==> config.mk <==
export PLATFORM = sky130hd
export DESIGN_NAME = trunc_prod_accum_flat
export DESIGN_NICKNAME = d
export VERILOG_FILES = /design/src/rtl/trunc_prod_accum_if.sv /design/src/rtl/trunc_prod_accum.sv /design/src/flat_wrapper.sv
export SDC_FILE = /design/constraint.sdc
export NUM_CORES = 1
export LEC_CHECK = 0
export CORE_UTILIZATION = 47
export DETAILED_ROUTE_END_ITERATION = 16
export PLACE_DENSITY_LB_ADDON = 0.08
export SLEW_MARGIN = 20
export SYNTH_ARGS = -nofsm -noshare
export SYNTH_HDL_FRONTEND = slang
export SYNTH_SLANG_ARGS = --single-unit
==> constraint.sdc <==
create_clock -name clk -period 2.3 [get_ports clk]
set_input_delay 0.46 -clock clk [delete_from_list [all_inputs] [get_ports clk]]
set_output_delay 0.46 -clock clk [all_outputs]
set_load 0.02 [all_outputs]
==> src/rtl/trunc_prod_accum_if.sv <==
// Handshake bundle for trunc_prod_accum.
//   master: drives start/len, the term stream (in_valid/prod) and out_ready.
//   slave : drives in_ready, out_valid, acc_out, ovf and busy.
interface trunc_prod_accum_if #(
    parameter int unsigned ACC_W = 6,
    parameter int unsigned LEN_W = 4
);
    logic             start;
    logic [LEN_W-1:0] len;
    logic             in_valid;
    logic             in_ready;
    logic [3:0]       prod;
    logic             out_valid;
    logic             out_ready;
    logic [ACC_W-1:0] acc_out;
    logic             ovf;
    logic             busy;

    modport master (
        output start, len, in_valid, prod, out_ready,
        input  in_ready, out_valid, acc_out, ovf, busy
    );

    modport slave (
        input  start, len, in_valid, prod, out_ready,
        output in_ready, out_valid, acc_out, ovf, busy
    );
endinterface

==> src/rtl/trunc_prod_accum.sv <==
// Saturating accumulator for the 4-bit truncated product stream.
// Sums `len` terms (captured on start) into an ACC_W-bit unsigned register
// that clamps at all-ones; ovf is sticky for the current accumulation.
// Ports:
//   clk, rst_n : rising-edge clock, asynchronous active-low reset
//   bus        : trunc_prod_accum_if.slave (start/len, in_valid/in_ready/prod,
//                out_valid/out_ready, acc_out, ovf, busy)
module trunc_prod_accum #(
    parameter int unsigned ACC_W = 6,
    parameter int unsigned LEN_W = 4
) (
    input  logic                clk,
    input  logic                rst_n,
    trunc_prod_accum_if.slave   bus
);
    localparam int unsigned SUM_W = ACC_W + 1;
    localparam logic [ACC_W-1:0] ACC_MAX = '1;

    typedef enum logic [1:0] {
        ST_IDLE  = 2'd0,
        ST_ACCUM = 2'd1,
        ST_DONE  = 2'd2
    } state_t;

    state_t           state_q,     state_d;
    logic [ACC_W-1:0] acc_q,       acc_d;
    logic [LEN_W-1:0] cnt_q,       cnt_d;
    logic             ovf_q,       ovf_d;
    logic             in_ready_q,  in_ready_d;
    logic             out_valid_q, out_valid_d;
    logic             busy_q,      busy_d;
    logic [SUM_W-1:0] sum;

    // Next-state, datapath and registered status decodes
    always_comb begin
        state_d     = state_q;
        acc_d       = acc_q;
        cnt_d       = cnt_q;
        ovf_d       = ovf_q;
        sum         = {1'b0, acc_q} + SUM_W'(bus.prod);

        unique case (state_q)
            ST_IDLE: begin
                if (bus.start) begin
                    cnt_d   = bus.len;
                    acc_d   = '0;
                    ovf_d   = 1'b0;
                    state_d = (bus.len != '0) ? ST_ACCUM : ST_DONE;
                end
            end
            ST_ACCUM: begin
                if (bus.in_valid && in_ready_q) begin
                    // Carry out of the widened sum means the true total exceeds ACC_MAX
                    if (sum[ACC_W]) begin
                        acc_d = ACC_MAX;
                        ovf_d = 1'b1;
                    end else begin
                        acc_d = sum[ACC_W-1:0];
                    end
                    cnt_d = cnt_q - LEN_W'(1);
                    if (cnt_q == LEN_W'(1)) begin
                        state_d = ST_DONE;
                    end
                end
            end
            ST_DONE: begin
                if (bus.out_ready) begin
                    state_d = ST_IDLE;
                end
            end
            default: state_d = ST_IDLE;
        endcase

        // Handshake flags are registered copies of the next state, so they
        // never depend combinationally on in_valid/out_ready.
        in_ready_d  = (state_d == ST_ACCUM);
        out_valid_d = (state_d == ST_DONE);
        busy_d      = (state_d != ST_IDLE);
    end

    // State and datapath registers
    always_ff @(posedge clk or negedge rst_n) begin
        if (!rst_n) begin
            state_q     <= ST_IDLE;
            acc_q       <= '0;
            cnt_q       <= '0;
            ovf_q       <= 1'b0;
            in_ready_q  <= 1'b0;
            out_valid_q <= 1'b0;
            busy_q      <= 1'b0;
        end else begin
            state_q     <= state_d;
            acc_q       <= acc_d;
            cnt_q       <= cnt_d;
            ovf_q       <= ovf_d;
            in_ready_q  <= in_ready_d;
            out_valid_q <= out_valid_d;
            busy_q      <= busy_d;
        end
    end

    assign bus.in_ready  = in_ready_q;
    assign bus.out_valid = out_valid_q;
    assign bus.busy      = busy_q;
    assign bus.acc_out   = acc_q;
    assign bus.ovf       = ovf_q;
endmodule

==> src/flat_wrapper.sv <==
// flat-port wrapper written by rule: the top's interface ports become plain ports
module trunc_prod_accum_flat 
#(
    parameter int unsigned ACC_W = 6,
    parameter int unsigned LEN_W = 4
)
  (clk, rst_n, bus_start, bus_len, bus_in_valid, bus_prod, bus_out_ready, bus_in_ready, bus_out_valid, bus_acc_out, bus_ovf, bus_busy);
  trunc_prod_accum_if #(.ACC_W(ACC_W), .LEN_W(LEN_W)) bus_i ();
  input  logic clk;
  input  logic rst_n;
  input wire logic [$bits(bus_i.start)-1:0] bus_start;
  input wire logic [$bits(bus_i.len)-1:0] bus_len;
  input wire logic [$bits(bus_i.in_valid)-1:0] bus_in_valid;
  input wire logic [$bits(bus_i.prod)-1:0] bus_prod;
  input wire logic [$bits(bus_i.out_ready)-1:0] bus_out_ready;
  output wire logic [$bits(bus_i.in_ready)-1:0] bus_in_ready;
  output wire logic [$bits(bus_i.out_valid)-1:0] bus_out_valid;
  output wire logic [$bits(bus_i.acc_out)-1:0] bus_acc_out;
  output wire logic [$bits(bus_i.ovf)-1:0] bus_ovf;
  output wire logic [$bits(bus_i.busy)-1:0] bus_busy;
  assign bus_i.start = bus_start;
  assign bus_i.len = bus_len;
  assign bus_i.in_valid = bus_in_valid;
  assign bus_i.prod = bus_prod;
  assign bus_i.out_ready = bus_out_ready;
  assign bus_in_ready = bus_i.in_ready;
  assign bus_out_valid = bus_i.out_valid;
  assign bus_acc_out = bus_i.acc_out;
  assign bus_ovf = bus_i.ovf;
  assign bus_busy = bus_i.busy;
  trunc_prod_accum #(.ACC_W(ACC_W), .LEN_W(LEN_W)) u_core (.clk(clk), .rst_n(rst_n), .bus(bus_i));
endmodule
[Yosys cells after proc, flatten, opt, wreduce, memory -nomap -nowiden]
Index checks and enable logic that the tools add are counted.
Word-level totals
  register bits: 16
  bits of input ports: 13
  output and inout port bits: 10
Cells by class
  add/sub/neg operators: 2
  reduce and logical (&&, ||, !) cells: 7
  eq/ne operators: 8
  mux-type cells: 17
Operator list (count)
  $mux 6: 3
  $pmux 6 s2: 1
  $mux 2: 5
  $mux 4: 2
  $pmux 4 s2: 1
  $add 6x4->7: 1
  $pmux 2 s3: 1
  $eq 2x1->1 const B: 2
  $eq 2x2->1 const B: 2
  $eq 4x1->1 const B: 1
  $ne 2x1->1 const B: 2
  $reduce_and 4->1: 1
  $reduce_bool 2->1: 2
  $reduce_bool 4->1: 1
  $sub 4x1->4 const B: 1
  $mux 1: 3
  $reduce_and 3->1: 1
  $logic_not 2->1: 1
  $ne 2x2->1 const B: 1
  $pmux 1 s2: 1
  $logic_and 1x1->1: 1

[Depth between registers and ports, before layout]
Gate-level depths: netlist of the first run.
  depth after elaboration: 5
  depth in mapped cells: 6
  gate-level depth less buffers: 6

[Worst setup path after synthesis of the first run]
No wires, ideal clock.
  path type: register to register
  start: register u_core.acc_q[0], in the netlist u_core.bus.acc_out[0]
  end: register u_core.acc_q[2], in the netlist u_core.bus.acc_out[2]
  path buffers: 0
  setup time: 126 ps
  slack: 517 ps
  stages on the path, launching flop included: 7
  arrival: 1657 ps
  cells stage by stage: dfrtp_1 > ha_1 > fa_1 > nand3_1 > and2_1 > nor2_1 > a221o_1
On the way
  word-level cells in the longest chain between the ends: 4
Ends and longest elaborated chain
  start, declared: RTL line trunc_prod_accum.sv:26  | logic [ACC_W-1:0] acc_q, acc_d;
  start signal, assigned: RTL line trunc_prod_accum.sv:85  | acc_q <= '0;
  start signal, assigned: RTL line trunc_prod_accum.sv:93  | acc_q <= acc_d;
  $add 6x4->7: RTL line trunc_prod_accum.sv:40  | sum = {1'b0, acc_q} + SUM_W'(bus.prod);
  $mux 6: RTL line trunc_prod_accum.sv:54  | if (sum[ACC_W]) begin
  $mux 6: RTL line trunc_prod_accum.sv:52  | if (bus.in_valid && in_ready_q) begin
  $pmux 6 s2: RTL line trunc_prod_accum.sv:42  | unique case (state_q)
Every way passes these cells. The select of a mux whose other input is x is not followed.
A chain may end at the register's enable or synchronous reset.

[Worst setup path after layout of the first run]
  start: input port bus_prod[0]
  end: register u_core.acc_q[3], in the netlist u_core.bus.acc_out[3]
On the way
  word-level cells in the longest chain between the ends: 4
Ends and longest elaborated chain
  start, declared: RTL line flat_wrapper.sv:14  | input wire logic [$bits(bus_i.prod)-1:0] bus_prod;
  $add 6x4->7: RTL line trunc_prod_accum.sv:40
  $mux 6: RTL line trunc_prod_accum.sv:54
  $mux 6: RTL line trunc_prod_accum.sv:52
  $pmux 6 s2: RTL line trunc_prod_accum.sv:42
Every way passes these cells. The select of a mux whose other input is x is not followed.

==> run summary, run 1 <==
CP required -> 2.48 ns
most common cell in the synthesized netlist -> dfrtp_1
Initial Utilization -> 51.9%
Final ANT Viol Nets -> 0
vias in the first global route -> 723
Yosys warnings -> 0
Post-DP Area -> 0.00118 mm2
net switching power -> 0.000653 W
Peak supply drop -> 874 uV
Die X -> 46.4 um
setup TNS -> 0 ns
Via Count -> 793
CTS buffer count -> 3
hold_ws -> 0.494 ns
share of layout cells above drive strength 1 -> 10.4%
first-pass iteration count of the detailed router -> 4
asr flop ratio synth -> 100%
status -> completed
Max-Cap Viols -> 0
combinational power share -> 54.3%
Hold Crit Class -> reg2reg
gr usage total -> 21.3%
Avg Inst Size Synth -> 10.4 um2
Setup CP Type -> in2reg
final instance area -> 0.00121 mm2
top_reg_cell synth -> dfrtp_1
Critical Path Source Type -> input port
Clk pwr share -> 12.3%
Mapped Cells -> 89
Antenna Cells -> 0
Clk Latency, worst-skew pair -> 0.30 ns
setup violators final -> 0
IO Pins -> 23
Synth cell types -> 33
placement row count -> 15
sw frac -> 42.0%
Final Cycle Share -> 85.2%
DR vias/cell -> 5.66
first-pass GRT wire length -> 3110 um
CTS Hold Bufs -> 0
GP Congestion -> 0.810
Internal -> 0.000904 W
top cells by area, synth -> dfrtp_1 43%, ha_1 8.1%, a221o_1 4.3%
DP HPWL -> 1430 um
initial DRC count -> 9
crit path time final -> 1.96 ns
largest area contributor in the netlist -> dfrtp_1
CTS tree -> built
Max-slew headroom -> 51.0%
largest net degree at the start of global routing -> 17
initial antenna violation count -> 0
post-cts sizing count -> 0
die area -> 0.00215 mm2
setup bufs post-CTS -> 0
Max FO, Critical Path -> 5
register area share after synthesis -> 43.2%
Slew @ Worst Pin -> 0.732 ns
Root Buffer -> clkbuf_4
cell area after synthesis -> 926 um2
Flop pwr share -> 33.4%
setup ws final -> 0.340 ns
Placement Setup Slack -> 0.0423 ns
FF+latch count, synth -> 16
LEAKAGE -> 0.530 nW
CTS max path bufs -> 2
top cells by count, synth -> 16 x dfrtp_1, 10 x nor2_1, 6 x ha_1
H-tree depth -> 1
core box area -> 0.00178 mm2
clk sinks -> 16
area delta synth->final -> 31.1%
Synth top area share -> 43.2%
Max Fclk -> 0.510 GHz
Post-synth EDFFs -> 0
fin nets -> 136
Worst Clk Skew -> 0.0105 ns
die height -> 46.4 um
routed wire length -> 1940 um
critical path data arrival time -> 2.14 ns
Post-Syn Nets -> 109
crit end category -> flip-flop
clock-pin slew on the worst setup and hold paths -> 0.10 ns
RSZ-0062 raised after global routing -> no
final hold violations -> 0
WL/cell -> 13.9 um
overall power -> 0.00156 W
total gr overflow -> 0
Pwr per Cell Area -> 1280 mW/mm2
I/O Buffers -> 22
fin. max-slew vios -> 0
drt drc -> 0
==> placed cells by master (no fill, tap or decap), types with 2 or more instances in the layout <==
| cell type | synthesis | routed |
|---|---|---|
| ha_1 | 6 | 6 |
| a21oi_1 | 4 | 4 |
| clkbuf_4 | 0 | 3 |
| a21o_1 | 2 | 2 |
| a311oi_1 | 2 | 2 |
| nand3_1 | 3 | 3 |
| o21ai_0 | 3 | 3 |
| a221o_1 | 4 | 4 |
| o21ai_1 | 2 | 2 |
| nand2_1 | 5 | 5 |
| dfrtp_1 | 16 | 16 |
| a211oi_1 | 2 | 2 |
| o211ai_1 | 3 | 3 |
| a221oi_2 | 2 | 2 |
| nor3_1 | 3 | 3 |
| nor2_1 | 10 | 10 |
| inv_1 | 5 | 5 |
| clkdlybuf4s50_1 | 0 | 22 |
==> critical path: stages <==
cell and delay, ns:
clkdlybuf4s50_1 0.41, ha_1 0.22, fa_1 0.42, nand3_1 0.11
and2_1 0.14, nor2_1 0.10, a221o_1 0.27
==> cell type report <==
type,count,area [um2]
Timing Repair Buffer,23,228
Inverter,5,18.8
Fill cell,140,569
Clock buffer,4,36.3
Multi-Input combinational cell,67,499
Tap cell,25,31.3
Sequential cell,16,400
==> cell families after synthesis <==
| kind of cell | synth area share (%) |
|---|---|
| simple gates | 18.5 |
| compound gates | 23.1 |
| flops | 43.2 |
| fa+ha+maj | 10.3 |
| buf+inv | 2.84 |
| xor+xnor | 0.946 |
| mux | 1.08 |
==> power by group through the flow <==
stage	registers, W	clock network, W	logic (W)
floorplan	0.000592	0	0.000489
global placement	0.000525	0	0.000824
detailed placement	0.000526	0	0.000842
CTS	0.000520	0.000195	0.000850
global route	0.000537	0.000209	0.000940
finish	0.000520	0.000192	0.000845
==> stage by stage <==
step,utilization (%),std cells
after global placement,66.0,136
after CTS,68.1,140
after detailed placement,66.0,136
after floorplan,-,89
after global routing,68.1,140
final,68.1,140
==> final timing paths <==
path	to	from	slack, ns	cells past startpoint
setup / recovery	u_core.bus.acc_out[3]	bus_prod[0]	0.34	7
hold / removal	u_core.bus.ovf	u_core.bus.ovf	0.49	1
setup reg to reg	u_core.bus.acc_out[3]	u_core.bus.acc_out[0]	0.47	6
hold reg to reg	u_core.bus.ovf	u_core.bus.ovf	0.49	1
max in group asynchronous	u_core.cnt_q[1]	rst_n	1.25	1
min in group asynchronous	u_core.bus.acc_out[5]	rst_n	0.58	1
==> registers in the layout (all words and copies together), names as in the netlist <==
signal and count:
u_core.bus.acc_out 6, u_core.bus.busy 1, u_core.bus.in_ready 1, u_core.bus.out_valid 1, u_core.bus.ovf 1, u_core.cnt_q 4
u_core.state_q 2
==> routing by layer <==
metal / up-vias / global-route usage, % / wire length [um]
met5: - / 0 / 0
met2: 21 / 32.2 / 887
li1: 389 / - / -
met3: 6 / 5.10 / 81
met4: 0 / 10.0 / 38
met1: 377 / 28.4 / 933
(Power assumes the default switching activity.)
==> run 2, diff against run 1 <==
SKIP_LAST_GASP = 1   (was default)
SLEW_MARGIN = default   (was 20)
==> results of run 2 <==
The final DEF is identical to that of run 1; final timing and power are the same.
==> run 3, diff against run 2 <==
clock period = 2 ns   (was 2.3 ns; I/O delays follow)
==> run summary, run 3 (synthesis results as in run 1) <==
Pwr per Cell Area -> 1440 mW/mm2 (was 1280 mW/mm2)
RSZ-0062 raised after global routing -> no (unchanged)
crit end category -> flip-flop (unchanged)
Sequential Area -> 400 um2 (unchanged)
total gr overflow -> 0 (unchanged)
Critical Path Source Type -> input port (unchanged)
routed wire length -> 2020 um (was 1940 um)
crit path time final -> 1.91 ns
first-pass GRT wire length -> 3410 um (was 3110 um)
Max FO, Critical Path -> 5 (unchanged)
critical path data arrival time -> 2.07 ns (was 2.14 ns)
CTS buffer count -> 3 (unchanged)
Final ANT Viol Nets -> 0 (unchanged)
status -> completed (unchanged)
setup violators final -> 0 (unchanged)
Via Count -> 810 (was 793)
clock-pin slew on the worst setup and hold paths -> 0.09 ns (was 0.10 ns)
core box area -> 0.00178 mm2 (unchanged)
Root Buffer -> clkbuf_4 (unchanged)
Final Cycle Share -> 95.3%
CTS Hold Bufs -> 0 (unchanged)
WL/cell -> 14.0 um (was 13.9 um)
area delta synth->final -> 34.5% (was 31.1%)
hold_ws -> 0.431 ns (was 0.494 ns)
fin. max-slew vios -> 0 (unchanged)
Die X -> 46.4 um (unchanged)
Max-slew headroom -> 77.3% (was 51.0%)
gr usage total -> 22.6% (was 21.3%)
die height -> 46.4 um (unchanged)
Setup CP Type -> in2reg (unchanged)
H-tree depth -> 1 (unchanged)
clk sinks -> 16 (unchanged)
initial antenna violation count -> 0 (unchanged)
Slew @ Worst Pin -> 0.341 ns (was 0.732 ns)
post-cts sizing count -> 0 (unchanged)
Worst Clk Skew -> 0.000941 ns (was 0.0105 ns)
overall power -> 0.00179 W (was 0.00156 W)
DR vias/cell -> 5.59 (was 5.66)
first-pass iteration count of the detailed router -> 4 (unchanged)
crit path max-delay cell type -> clkdlybuf4s50_1 (was fa_1)
Hold Crit Class -> in2async (was reg2reg)
largest net degree at the start of global routing -> 17 (unchanged)
CTS tree -> built (unchanged)
I/O Buffers -> 22 (unchanged)
area occupied by multi-input gates -> 499 um2 (unchanged)
Max-Cap Viols -> 0 (unchanged)
Largest register FFs -> 6 (unchanged)
fin nets -> 142 (was 136)
setup bufs post-CTS -> 0 (unchanged)
Max Fclk -> 0.525 GHz
filler cell count -> 150 (was 140)
Clk Latency, worst-skew pair -> 0.28 ns (was 0.30 ns)
IO Pins -> 23 (unchanged)
die area -> 0.00215 mm2 (unchanged)
share of layout cells above drive strength 1 -> 14.2% (was 10.4%)
worst path cell trace -> clkdlybuf4s50_1 -> ha_1 -> fa_1 -> nand3_1 -> and2_1 -> nor2_1 -> a221o_1 (unchanged)
most common cell after layout, fill and taps aside -> clkdlybuf4s50_1 (unchanged)
CP required -> 2.16 ns (was 2.48 ns)
drt drc -> 0 (unchanged)
vias in the first global route -> 754 (was 723)
commonest non-fill, non-tap cells in the layout -> 22 x clkdlybuf4s50_1, 16 x dfrtp_1, 10 x nor2_1 (unchanged)
DP HPWL -> 1590 um (was 1430 um)
LEAKAGE -> 0.552 nW (was 0.530 nW)
Antenna Cells -> 0 (unchanged)
GP Congestion -> 0.824 (was 0.810)
CTS max path bufs -> 2 (unchanged)
delay of the slowest critical-path stage -> 0.41 ns (was 0.42 ns)
placement row count -> 15 (unchanged)
initial DRC count -> 21 (was 9)
Initial Utilization -> 51.9% (unchanged)
final hold violations -> 0 (unchanged)
Peak supply drop -> 870 uV (was 874 uV)
[run 3: changes by cell type in the layout (fill, tap and decap cells not counted)]
cell / before / now
clkbuf_8: 1 / 0
buf_4: 1 / 7
[run 3: final timing paths]
kind	start	endpoint	slack, ns	depth (start not counted)
max	bus_prod[0]	u_core.bus.acc_out[1]	0.09	7
min	rst_n	u_core.bus.acc_out[4]	0.43	2
max reg2reg	u_core.bus.acc_out[0]	u_core.bus.acc_out[1]	0.20	6
min reg2reg	u_core.bus.ovf	u_core.bus.ovf	0.51	1
max in group asynchronous	rst_n	u_core.cnt_q[3]	1.39	2
min in group clk	u_core.bus.ovf	u_core.bus.ovf	0.51	1
[run 3: through the flow]
step	cell area [um2]	setup TNS, ns	utilization, %	setup WS, ns	cells
finish	1240	0	69.8	0.0938	145
global route	1240	0	69.8	0.0260	145
CTS	1240	0	69.8	0.106	145
detailed placement	1220	-0.910	68.6	-0.208	142
global placement	1220	-0.442	68.6	-0.112	142
floorplan	926	0	-	0.217	89
[run 3: area by class of cell]
class | count | share of cell area [%]
Tap cell | 25 | 2.51
Multi-Input combinational cell | 67 | 40.1
Timing Repair Buffer | 29 | 21.9
Clock buffer | 3 | 1.81
Sequential cell | 16 | 32.2
Inverter | 5 | 1.51
[run 3: routing by layer]
metal / GRT usage [%] / part of all wire (%) / vias up
met1: 31.0 / 49 / 399
met3: 4.71 / 3.2 / 0
met2: 36.1 / 48 / 14
met4: 5.29 / 0 / 0
li1: - / - / 397
met5: 0 / 0 / -
[run 3: critical path: cells and delay by family]
| family | cells | cell delay [ns] |
|---|---|---|
| compound gates | 1 | 0.28 |
| fa+ha+maj | 2 | 0.61 |
| buf+inv | 1 | 0.41 |
| simple gates | 3 | 0.36 |
[run 3: where the power goes]
| part | internal [W] | switching (W) | leakage, nW | total, W |
|---|---|---|---|---|
| Sequential | 0.000462 | 0.000141 | 0.193 | 0.000602 |
| Clock | 0.0000698 | 0.0000973 | 0.0138 | 0.000167 |
| Combinational | 0.000502 | 0.000520 | 0.345 | 0.00102 |
| Total | 0.00103 | 0.000758 | 0.552 | 0.00179 |
